### config.mk
export PLATFORM = sky130hd
export DESIGN_NAME = operand_sel_stage
export DESIGN_NICKNAME = d
export VERILOG_FILES = /design/src/rtl/cpu_pkg.sv /design/src/rtl/skid_buf2.sv /design/src/rtl/operand_sel_stage.sv
export SDC_FILE = /design/constraint.sdc
export NUM_CORES = 1
export LEC_CHECK = 0
export ABC_AREA = 1
export BUFFER_PORTS_ARGS = -buffer_cell sky130_fd_sc_hd__buf_2
export CAP_MARGIN = 25
export CORE_ASPECT_RATIO = 1.5
export CORE_UTILIZATION = 57
export DETAILED_ROUTE_END_ITERATION = 10
export PLACE_DENSITY = 0.95
export SLEW_MARGIN = 20
export SYNTH_ARGS = -nofsm -noshare
export SYNTH_HDL_FRONTEND = slang
export SYNTH_HIERARCHICAL = 1
export SYNTH_SLANG_ARGS = --single-unit
### constraint.sdc
create_clock -name clk -period 3.1 [get_ports clk]
set_input_delay 0.465 -clock clk [delete_from_list [all_inputs] [get_ports clk]]
set_output_delay 0.465 -clock clk [all_outputs]
set_load 0.02 [all_outputs]
### src/rtl/cpu_pkg.sv
// Shared definitions for the operand select stage.
// Holds the skid buffer state encoding and error counter width.
package cpu_pkg;

  localparam int ERR_W = 8;

  typedef enum logic [1:0] {
    EMPTY = 2'd0,
    ONE   = 2'd1,
    FULL  = 2'd2
  } buf_state_t;

endpackage

### src/rtl/skid_buf2.sv
// Two-entry skid buffer: head drives the output, skid absorbs one beat.
// Ready depends only on the registered state.
module skid_buf2
  import cpu_pkg::*;
#(
  parameter int W = 33
) (
  input  logic         clk,
  input  logic         rst,
  input  logic         flush,
  input  logic         push,
  input  logic [W-1:0] din,
  output logic         ready,
  output logic         valid,
  input  logic         pop,
  output logic [W-1:0] dout
);

  buf_state_t   state;
  logic [W-1:0] head;
  logic [W-1:0] skid;

  assign ready = (state != FULL);
  assign valid = (state != EMPTY);
  assign dout  = head;

  always_ff @(posedge clk) begin
    if (rst) begin
      state <= EMPTY;
      head  <= '0;
      skid  <= '0;
    end else if (flush) begin
      state <= EMPTY;
    end else begin
      unique case (state)
        EMPTY: begin
          if (push) begin
            head  <= din;
            state <= ONE;
          end
        end
        ONE: begin
          if (push && pop) begin
            head <= din;
          end else if (push) begin
            skid  <= din;
            state <= FULL;
          end else if (pop) begin
            state <= EMPTY;
          end
        end
        FULL: begin
          if (pop) begin
            head  <= skid;
            state <= ONE;
          end
        end
        default: state <= EMPTY;
      endcase
    end
  end

endmodule

### src/rtl/operand_sel_stage.sv
// Operand select stage: picks one of NUM_IN inputs per beat, falls back
// to the last good value on an out-of-range select, buffers in skid_buf2.
module operand_sel_stage
  import cpu_pkg::*;
#(
  parameter int WIDTH  = 32,
  parameter int NUM_IN = 3,
  parameter int SEL_W  = $clog2(NUM_IN)
) (
  input  logic                    clk,
  input  logic                    rst,
  input  logic                    in_valid,
  output logic                    in_ready,
  input  logic [SEL_W-1:0]        sel,
  input  logic [NUM_IN*WIDTH-1:0] data_in,
  input  logic                    flush,
  output logic                    out_valid,
  input  logic                    out_ready,
  output logic [WIDTH-1:0]        data_out,
  output logic                    sel_err,
  output logic [ERR_W-1:0]        err_count
);

  logic             accept;
  logic             emit;
  logic             sel_ok;
  logic [WIDTH-1:0] pick;
  logic [WIDTH-1:0] last_good;
  logic [WIDTH:0]   beat;
  logic             buf_ready;

  assign in_ready = buf_ready;
  assign accept   = in_valid && buf_ready && !flush;
  assign emit     = out_valid && out_ready;
  assign sel_ok   = 32'(sel) < 32'(NUM_IN);

  always_comb begin
    pick = '0;
    for (int k = 0; k < NUM_IN; k++) begin
      if (sel == SEL_W'(k)) pick = data_in[k*WIDTH +: WIDTH];
    end
  end

  assign beat = sel_ok ? {1'b0, pick} : {1'b1, last_good};

  always_ff @(posedge clk) begin
    if (rst) begin
      last_good <= '0;
      err_count <= '0;
    end else if (accept) begin
      if (sel_ok) begin
        last_good <= pick;
      end else if (err_count != {ERR_W{1'b1}}) begin
        err_count <= err_count + 1'b1;
      end
    end
  end

  skid_buf2 #(
    .W(WIDTH + 1)
  ) u_buf (
    .clk  (clk),
    .rst  (rst),
    .flush(flush),
    .push (accept),
    .din  (beat),
    .ready(buf_ready),
    .valid(out_valid),
    .pop  (emit),
    .dout ({sel_err, data_out})
  );

endmodule

==> results of run 1 <==
## synthesized netlist by cell type, types with 4 or more instances
cell,n,area share
buf_4,7,0.0096
inv_1,56,0.039
nor2_1,158,0.11
buf_2,16,0.015
a21oi_1,64,0.059
nand3_1,44,0.040
o21ai_0,57,0.052
buf_6,5,0.010
nand2_1,315,0.22
clkbuf_1,16,0.011
buf_1,4,0.0028
dfxtp_1,108,0.40
o21ai_1,10,0.0092
## metal layers
metal / vias to the layer above / global-route usage
met1: 2469 / 0.365
li1: 2970 / -
met2: 172 / 0.451
met3: 20 / 0.0375
met5: - / 0
met4: 0 / 0.103
## state kept, by name, indices dropped and copies added, names as in the netlist
signal and cells:
u_buf/dout 33, u_buf/skid 33, last_good 32, err_count 8
u_buf/state 2
## cell families after synthesis
logic type	share of synthesized area
AO/OA/AOI/OAI	0.124
XOR/XNOR	0.00482
adder cells (fa/ha/maj)	0.00229
buffers and inverters	0.0918
flip-flops	0.397
AND/OR/NAND/NOR	0.380
## area by class of cell
class,instances,area [um^2],share of cell area
Multi-Input combinational cell,664,2800,0.440
Sequential cell,108,2160,0.339
Timing Repair Buffer,155,805,0.126
Clock buffer,13,240,0.0377
Inverter,59,221,0.0348
Tap cell,112,140,0.0220
## per-stage QoR
stage	hold WS [ns]	utilization	setup slack, ns
floorplan	0.456	-	1.04
finish	0.362	0.688	0.820
CTS	0.346	0.688	0.828
global placement	0.456	0.661	0.778
detailed placement	0.467	0.662	0.814
global route	0.364	0.688	0.561
## worst max-delay path by stage
| stage | from | depth (start not counted) | to |
|---|---|---|---|
| floorplan | u_buf/state[0] | 14 | u_buf/dout[19] |
| global placement | sel[1] | 13 | u_buf/dout[10] |
| detailed placement | sel[1] | 7 | last_good[19] |
| CTS | u_buf/state[0] | 12 | u_buf/dout[32] |
| global route | u_buf/state[0] | 12 | u_buf/dout[28] |
| finish | u_buf/state[0] | 12 | u_buf/dout[32] |
## power groups by stage
stage	logic, mW	registers (mW)	clock network, mW
finish	0.502	1.48	0.987
detailed placement	0.494	1.51	0
global route	0.570	1.49	1.06
CTS	0.500	1.48	1.00
floorplan	0.303	1.55	0
global placement	0.485	1.51	0
==> metrics.md, run 1 <==
| Metric | Value |
|---|---|
| Status | `finished clean` |
| Number of fill cells in the layout | `806` |
| Share of cells above drive strength 1 | `0.176` |
| Int Power | `about 2.2 mW` |
| CP max FO | `66` |
| R2R cell count | `12` |
| Post-CTS sizing | `0` |
| Synth Instances | `882` |
| WP buf/inv | `4` |
| DRC violations left | `0` |
| Power density over cell area | `around 470 nW/um^2` |
| Max Slew Vio Count | `0` |
| Register bit total from synthesis | `roughly 110` |
| CP required | `3.33 ns` |
| Dpl cell area | `approximately 6100 um^2` |
| Synth warn | `6` |
| # port buffers | `around 150` |
| HPWL Detailed | `9130 um` |
| Critical Path End Type | `flip-flop` |
| Sw Share | `0.271` |
| Total power draw | `2.97 mW` |
| Post-Syn Area | `roughly 5500 um^2` |
| Power share of the sequential group | `0.499` |
| TritonCTS Buffers | `9` |
| Die X | `just over 80 um` |
| TritonRoute pass-1 iters | `5` |
| # rows | `43` |
| Drt initial violations | `just over 600` |
| Post-CTS Setup Inserts | `0` |
| Die H | `122 um` |
| CP arrival | `2.51 ns` |
| Global-route wire length before repair | `21900 um` |
| Clk slew on worst S/H paths | `0.06 ns` |
| Vias | `5631` |
| Post-cts hold buffer count | `0` |
| Final count of hold timing violations | `0` |
| Worst Hold End | `err_count[2]` |
| Max Used Layer | `met4` |
| Starting Density | `0.589` |
| Worst Hold Class | `in -> reg` |
| Unrepaired setup endpoints after global routing | `false` |
| Worst rel slew slack | `0.350` |
| Sw power | `804 uW` |
| Fin cells | `1111` |
| Final setup vio count | `0` |
| Placed Cells | `1098` |
| R2r setup slk | `0.82 ns` |
| Wire length on met3 | `697 um` |
| Number of global-route vias before repair | `5001` |
| Static Leakage | `3.29 nW` |
| Fin crit share | `0.735` |
| Crit-path max cell delay | `0.49 ns` |
| Avg Synthesized Cell Area | `between 6 and 7 um^2` |
| Worst-path cell chain | `inv_2, nand2_1, nand3_1, inv_1, inv_1, nand2_1, nand2_1, nor2_4, buf_4, nand2_1, nand2_1, nor2_1` |
| DR WL/cell | `11.7 um` |
| Core ar. | `9250 um^2` |
| Post-synth EDFFs | `0` |
| Final layout net count | `between 1000 and 1500` |
| WL met2 | `6360 um` |
| R2r startpoint | `u_buf/state[0]` |
| Post-route cell area | `roughly 6400 um^2` |
| GRT Util Overall | `0.276` |
| Cell mode on critical path | `nand2_1` |
| Largest net degree at the start of global routing | `67` |
| Commonest cells after routing, fill and taps aside | `315 x nand2_1, 155 x nor2_1, 145 x buf_2` |
| Vias per cell | `5.07` |
| Setup Skew | `0.00511 ns` |
| Io pins | `146` |
| Syn-to-layout area delta | `16.8%` |
| Worst setup SP type | `flip-flop` |
| Global route overflow | `0` |
| Maximum vdd drop | `0.318 mV` |
| Actual slew at the worst max-slew pin | `0.974 ns` |
| CP max-delay cell | `buf_4` |
| Max cap viols | `0` |
| Worst-skew pair later-pin latency | `0.34 ns` |
| M1 wire length | `5740 um` |
| CP top delay family | `simple AND/OR/NAND/NOR gates` |
| Combinational share of power | `0.169` |
| Number of antenna diodes | `0` |
| Clk sinks | `108` |
| Die ar. | `9970 um^2` |
| Root Buffer | `clkbuf_16` |
| Hold Crit Start | `rst` |
| Clock buffer depth | `2` |
| Primary FF master, synth | `dfxtp_1` |
| Post-synthesis sequential area ratio | `0.397` |
| Peak Freq | `0.439 GHz` |
| Antenna violations before repair | `0` |
| Final WL | `13000 um` |
| CTS tree | `built` |
| Setup TNS | `0 ns` |
| Final min period | `2.28 ns` |
| FF-to-FF End | `u_buf/dout[32]` |
| Worst hold path depth | `2` |
| Setup Crit Path Kind | `reg -> reg` |
| H-tree depth | `3` |
| Clock power share | `0.332` |
| Routability cong. | `0.879` |
| ANT nets after route | `0` |
| Syn nets | `approximately 990` |
| Library cells used by synthesis | `23` |
| Commonest non-fill, non-tap cell in the layout | `nand2_1` |
| Ys async rst share | `0` |
Power figures use the tool's default switching activity.
==> run 2: changes to the inputs <==
--- a/config.mk
+++ b/config.mk
@@ -9,9 +9,9 @@
 export BUFFER_PORTS_ARGS = -buffer_cell sky130_fd_sc_hd__buf_2
 export CAP_MARGIN = 25
 export CORE_ASPECT_RATIO = 1.5
-export CORE_UTILIZATION = 57
+export CORE_UTILIZATION = 53
 export DETAILED_ROUTE_END_ITERATION = 10
-export PLACE_DENSITY = 0.95
+export PLACE_DENSITY = 0.9
 export SLEW_MARGIN = 20
 export SYNTH_ARGS = -nofsm -noshare
 export SYNTH_HDL_FRONTEND = slang
==> constraint.sdc (replaced) <==
create_clock -name clk -period 2.2 [get_ports clk]
set_input_delay 0.33 -clock clk [delete_from_list [all_inputs] [get_ports clk]]
set_output_delay 0.33 -clock clk [all_outputs]
set_load 0.02 [all_outputs]
==> run 2 against run 1 <==
The flow now finishes with violations (design-rule violations). Final cell count grew 1.3%. Largest cell class unchanged. First-iteration DRC count fell by 16%. Count of clock-buffer cells in the layout is 1 lower. Via count down 0.41%. Largest power group unchanged. Setup slack lost 0.55 ns. Combinational power increased by 43%. Register-to-register slack worse by 0.55 ns. Design area increased by 2.0%. Global-route usage down 3.5 points. Worst hold slack worse by 0.14 ns.
==> metrics.md, run 2 (synthesized netlist as in run 1, its figures left out) <==
| Metric | Value |
|---|---|
| Peak Freq | `0.518 GHz (+18%)` |
| Setup Skew | `0.00728 ns (+0.00217 ns)` |
| HPWL Detailed | `9090 um (-0.43%)` |
| Crit-path max cell delay | `0.43 ns (-0.06 ns)` |
| Setup WS post-layout | `0.270 ns (-0.550 ns)` |
| Sw Share | `0.270 (-0.000282)` |
| GRT Util Overall | `0.241 (-0.0354)` |
| Status | `finished, violations left` |
| Number of global-route vias before repair | `4881 (-2.4%)` |
| Dpl cell area | `6210 um^2 (+1.4%)` |
| Root Buffer | `clkbuf_16` |
| TritonCTS Buffers | `9 (unchanged)` |
| Global-route wire length before repair | `21500 um (-2.2%)` |
| R2r setup slk | `0.27 ns (-0.55 ns)` |
| # port buffers | `145 (unchanged)` |
| TritonRoute pass-1 iters | `9 (+4)` |
| Share of cells above drive strength 1 | `0.187 (+0.0103)` |
| CP arrival | `2.16 ns (-0.35 ns)` |
| CP required | `2.43 ns (-0.90 ns)` |
| CTS tree | `built` |
| Sw power | `1.16 mW (+45%)` |
| Setup Crit Path Kind | `reg -> reg` |
| Fin cells | `1125 (+1.3%)` |
| Placed Cells | `1109 (+1.0%)` |
| CP max-delay cell | `dfxtp_1` |
| Clock power share | `0.348 (+0.016)` |
| Post-CTS sizing | `0 (unchanged)` |
| Commonest non-fill, non-tap cell in the layout | `nand2_1` |
| Starting Density | `0.541 (-0.0482)` |
| Critical Path End Type | `flip-flop` |
| WP buf/inv | `4 (unchanged)` |
| Die ar. | `10700 um^2 (+7.4%)` |
| Worst setup SP type | `flip-flop` |
| Final setup vio count | `0 (unchanged)` |
| Commonest cells after routing, fill and taps aside | `315 x nand2_1, 155 x nor2_1, 145 x buf_2` |
| Setup TNS | `0 ns (unchanged)` |
| Routability cong. | `0.791 (-10%)` |
| Combinational share of power | `0.167 (-0.002)` |
| H-tree depth | `3 (unchanged)` |
| Final min period | `1.93 ns (-0.350 ns)` |
| Global route overflow | `0 (unchanged)` |
| Final layout net count | `1107 (+0.54%)` |
| Cell mode on critical path | `nand2_1` |
| Violations in the final reports | `design-rule violations` |
| Static Leakage | `3.35 nW (+2.0%)` |
| Fin crit share | `0.877 (+0.142)` |
| # rows | `45 (+4.7%)` |
| Actual slew at the worst max-slew pin | `0.553 ns (-0.421 ns)` |
| Int Power | `3.14 mW (+45%)` |
| CP max FO | `66 (unchanged)` |
| Unrepaired setup endpoints after global routing | `false` |
| DR WL/cell | `11.2 um (-4.5%)` |
| Final WL | `12600 um (-3.3%)` |
| DRC violations left | `3 (+3)` |
| Power density over cell area | `663 nW/um^2 (+42%)` |
| Max Slew Vio Count | `0 (unchanged)` |
| Clk slew on worst S/H paths | `0.07 ns (about the same)` |
| Total power draw | `4.31 mW (+45%)` |
| Hold WS | `0.220 ns (-0.142 ns)` |
| Vias | `5608 (-0.41%)` |
| Worst Hold Class | `in -> reg` |
| Max cap viols | `0 (unchanged)` |
| Worst-path cell chain | `inv_2, nand2_1, nand3_1, inv_1, inv_1, nand2_1, nand2_1, nor2_4, buf_12, nand2_1, nand2_1, nor2_1` |
| Fin util | `0.644 (-0.0439)` |
| Post-place setup slack | `0.356 ns (-0.458 ns)` |
| Die X | `84.8 um (+3.6%)` |
| Syn-to-layout area delta | `19.1%` |
| Post-route cell area | `6490 um^2 (+2.0%)` |
| ANT nets after route | `0 (unchanged)` |
| CP top delay family | `simple AND/OR/NAND/NOR gates` |
| Number of antenna diodes | `0 (unchanged)` |
| Maximum vdd drop | `0.419 mV (+32%)` |
| Core ar. | `10100 um^2 (+8.9%)` |
| Post-CTS Setup Inserts | `0 (unchanged)` |
| Worst rel slew slack | `0.631 (+0.281)` |
| Clock buffer depth | `2 (unchanged)` |
| Clk sinks | `108 (unchanged)` |
| Vias per cell | `4.98 (-1.6%)` |
| Die H | `126 um (+3.6%)` |
| Power share of the sequential group | `0.485 (-0.014)` |
| Drt initial violations | `512 (-16%)` |
| Io pins | `146 (unchanged)` |
| Worst-skew pair later-pin latency | `0.33 ns (about the same)` |
| Post-cts hold buffer count | `0 (unchanged)` |
| Antenna violations before repair | `0 (unchanged)` |
| Largest net degree at the start of global routing | `68 (+1.5%)` |
| Final count of hold timing violations | `0 (unchanged)` |
## run 2: cell types whose count changed in the layout (fill, tap and decap cells not counted)
cell	before	now
clkinv_2	0	3
clkbuf_8	0	2
buf_12	0	3
buf_6	1	0
clkbuf_1	4	1
clkinv_4	0	1
buf_4	9	13
## run 2: per-layer routing
metal,up-vias,share of wire,GRT usage
li1,2981,-,-
met1,2451,0.45,0.310
met2,160,0.49,0.407
met3,16,0.048,0.0452
met4,0,0.013,0.0788
met5,-,0,0
## run 2: final timing paths
kind	startpoint	endpoint	cells past startpoint
setup / recovery	u_buf/state[0]	u_buf/dout[10]	12
hold / removal	rst	err_count[4]	2
setup reg to reg	u_buf/state[0]	u_buf/dout[10]	12
hold reg to reg	u_buf/dout[11]	u_buf/dout[11]	2
## run 2: power by group through the flow
stage	registers, mW	clock network (mW)	logic (mW)
2_1_floorplan	2.18	0	0.427
3_3_place_gp	2.13	0	0.701
3_5_place_dp	2.13	0	0.714
4_1_cts	2.09	1.52	0.721
5_1_grt	2.10	1.60	0.823
6_report	2.09	1.50	0.720
## run 2: cell type report
| type | instances | area (um^2) |
|---|---|---|
| Clock buffer | 12 | 256 |
| Tap cell | 117 | 146 |
| Fill cell | 906 | 3580 |
| Clock inverter | 4 | 23.8 |
| Inverter | 59 | 221 |
| Sequential cell | 108 | 2160 |
| Timing Repair Buffer | 161 | 883 |
| Multi-Input combinational cell | 664 | 2800 |
## run 2: worst reg2reg max path: cells and delay by family, from the launching register on
family | cells | cell delay (ns)
buffers and inverters | 4 | 0.61
flip-flops | 1 | 0.43
AND/OR/NAND/NOR | 8 | 0.79
==> run 3: changes to the inputs <==
==> constraint.sdc (replaced) <==
create_clock -name clk -period 2.2 [get_ports clk]
set_input_delay 0.11 -clock clk [delete_from_list [all_inputs] [get_ports clk]]
set_output_delay 0.11 -clock clk [all_outputs]
set_load 0.02 [all_outputs]
==> run 3 against run 2 <==
The flow still finishes with violations (design-rule violations). Wire length up 3.2%. Largest cell class unchanged. Via count grew 0.96%. Sequential power is essentially flat. Critical path depth unchanged. Register-to-register slack hardly changed. Design area increased by 0.71%. Non-clock buffer count unchanged. Clock skew increased by 0.0013 ns. Count of clock-buffer cells in the layout did not move. Fmax rose by 0.64%. Clock power increased by 19%. Combinational power is essentially flat.
==> metrics.md, run 3 (synthesized netlist as in run 1, its figures left out) <==
| Metric | Value |
|---|---|
| CTS tree | `built` |
| DRC violations left | `3 (unchanged)` |
| Setup TNS | `0 ns (unchanged)` |
| Antenna violations before repair | `0 (unchanged)` |
| Die ar. | `10700 um^2 (unchanged)` |
| CP max FO | `66 (unchanged)` |
| Final WL | `13000 um (+3.2%)` |
| R2r startpoint | `u_buf/state[0]` |
| Syn-to-layout area delta | `20.0%` |
| Number of antenna diodes | `0 (unchanged)` |
| Maximum vdd drop | `0.429 mV (+2.3%)` |
| Post-place setup slack | `0.386 ns (+0.0307 ns)` |
| Commonest non-fill, non-tap cell in the layout | `nand2_1` |
| Clock buffer depth | `2 (unchanged)` |
| Root Buffer | `clkbuf_16` |
| Total power draw | `4.60 mW (+6.8%)` |
| CP arrival | `2.16 ns (about the same)` |
| Peak Freq | `0.522 GHz (+0.64%)` |
| Drt initial violations | `483 (-5.7%)` |
| Hold Crit Start | `data_in[52]` |
| Critical Path End Type | `flip-flop` |
| Worst-skew pair later-pin latency | `0.35 ns (+0.02 ns)` |
| Worst hold path depth | `3 (+1)` |
| GRT Util Overall | `0.246 (+0.00456)` |
| Setup Skew | `0.00855 ns (+0.00127 ns)` |
| Share of cells above drive strength 1 | `0.187 (unchanged)` |
| GRT met2 Usage | `0.422 (+0.0158)` |
| Largest net degree at the start of global routing | `68 (unchanged)` |
| ANT nets after route | `0 (unchanged)` |
| Fin crit share | `0.872 (-0.00555)` |
| Actual slew at the worst max-slew pin | `0.598 ns (+0.0450 ns)` |
| Final count of hold timing violations | `0 (unchanged)` |
| Placed Cells | `1108 (-0.090%)` |
| Number of fill cells in the layout | `921 (+1.7%)` |
| Vias per cell | `5.03 (+0.96%)` |
| DR WL/cell | `11.6 um (+3.2%)` |
| Fin cells | `1125 (unchanged)` |
| Commonest cells after routing, fill and taps aside | `315 x nand2_1, 155 x nor2_1, 145 x buf_2` |
| Core ar. | `10100 um^2 (unchanged)` |
| Static Leakage | `3.38 nW (+0.62%)` |
| Final layout net count | `1107 (unchanged)` |
| R2r setup slk | `0.28 ns (about the same)` |
| Busiest grt layer | `met2` |
| Final setup vio count | `0 (unchanged)` |
| Io pins | `146 (unchanged)` |
| TritonRoute pass-1 iters | `8 (-1)` |
| Max Slew Vio Count | `0 (unchanged)` |
| Worst Hold Class | `in -> reg` |
| Clk slew on worst S/H paths | `0.07 ns (about the same)` |
| Final min period | `1.92 ns (-0.0122 ns)` |
| Die H | `126 um (unchanged)` |
| Worst rel slew slack | `0.601 (-0.0295)` |
| Vias | `5662 (+0.96%)` |
| Die X | `84.8 um (unchanged)` |
| # port buffers | `145 (unchanged)` |
| Worst Hold End | `last_good[20]` |
| TritonCTS Buffers | `9 (unchanged)` |
| FF-to-FF End | `u_buf/dout[19]` |
| Global-route wire length before repair | `21800 um (+1.5%)` |
| GR met3 Demand/Resource | `0.0452 (unchanged)` |
| CP required | `2.44 ns (about the same)` |
| Setup WS post-layout | `0.282 ns (+0.0122 ns)` |
| Setup Crit Path Kind | `reg -> reg` |
| R2R cell count | `12 (unchanged)` |
| # rows | `45 (unchanged)` |
| Power density over cell area | `703 nW/um^2 (+6.0%)` |
| Violations in the final reports | `design-rule violations` |
| GR Layer Usage met1 | `0.306 (-0.00382)` |
| Routability cong. | `0.823 (+4.0%)` |
| Clk sinks | `108 (unchanged)` |
| H-tree depth | `3 (unchanged)` |
| Global route overflow | `0 (unchanged)` |
| HPWL Detailed | `9180 um (+1.0%)` |
| Max cap viols | `0 (unchanged)` |
| Status | `finished, violations left` |
| Unrepaired setup endpoints after global routing | `false` |
| Number of global-route vias before repair | `4933 (+1.1%)` |
| Worst setup SP type | `flip-flop` |
| Starting Density | `0.541 (unchanged)` |
## run 3: layout make-up
class	instances	area, um^2	area share
flip-flops and latches	108	2160	0.331
clock buffers	12	267	0.0407
inverters	59	221	0.0339
repair buffers	161	873	0.134
clock inverters	4	70.1	0.0107
multi-input cells	664	2800	0.428
well taps	117	146	0.0224
## run 3: how the worst max path moves through the flow
| stage | from | to | slack (ns) |
|---|---|---|---|
| 2_1_floorplan | u_buf/state[0] | u_buf/dout[19] | 0.14 |
| 3_3_place_gp | u_buf/state[0] | u_buf/dout[8] | 0.46 |
| 3_5_place_dp | u_buf/state[0] | u_buf/dout[29] | 0.39 |
| 4_1_cts | u_buf/state[0] | u_buf/dout[19] | 0.29 |
| 5_1_grt | u_buf/state[0] | u_buf/dout[19] | 0.08 |
| 6_report | u_buf/state[0] | u_buf/dout[19] | 0.28 |
## run 3: through the flow
stage,area (um^2),hold WS (ns),util
2_1_floorplan,5450,0.179,-
3_5_place_dp,6190,0.355,0.615
3_3_place_gp,6190,0.349,0.615
5_1_grt,6540,0.0739,0.649
4_1_cts,6540,0.0448,0.649
6_report,6540,0.0493,0.649
## run 3: timing repair
| action | 4_1_cts | 5_1_grt |
|---|---|---|
| resized for setup | 0 | 0 |
| hold buffers | 1 | 0 |
| hold endpoints to repair | 3 | 0 |
| setup buffers | 0 | 0 |
## run 3: critical path, cell delays in order, from the launching register on
cell,delay (ns)
dfxtp_1,0.41
inv_2,0.15
nand2_1,0.11
nand3_1,0.09
inv_1,0.14
nand2_1,0.09
nand3_1,0.09
nand2_1,0.09
nor2_4,0.11
buf_12,0.26
nand2_1,0.10
nand2_1,0.09
nor2_1,0.05
## run 3: where the power goes
| group | total (mW) | switching (mW) | internal, mW | leakage [nW] |
|---|---|---|---|---|
| logic | 0.723 | 0.453 | 0.270 | 2.33 |
| registers | 2.09 | 0.0440 | 2.04 | 0.880 |
| clock network | 1.79 | 0.700 | 1.09 | 0.169 |
| total | 4.60 | 1.20 | 3.40 | 3.38 |
## run 3: per-layer routing
metal	part of all wire	routed length, um
met1	0.44	5680
met3	0.050	647
met4	0.023	293
met5	0	0
met2	0.49	6400
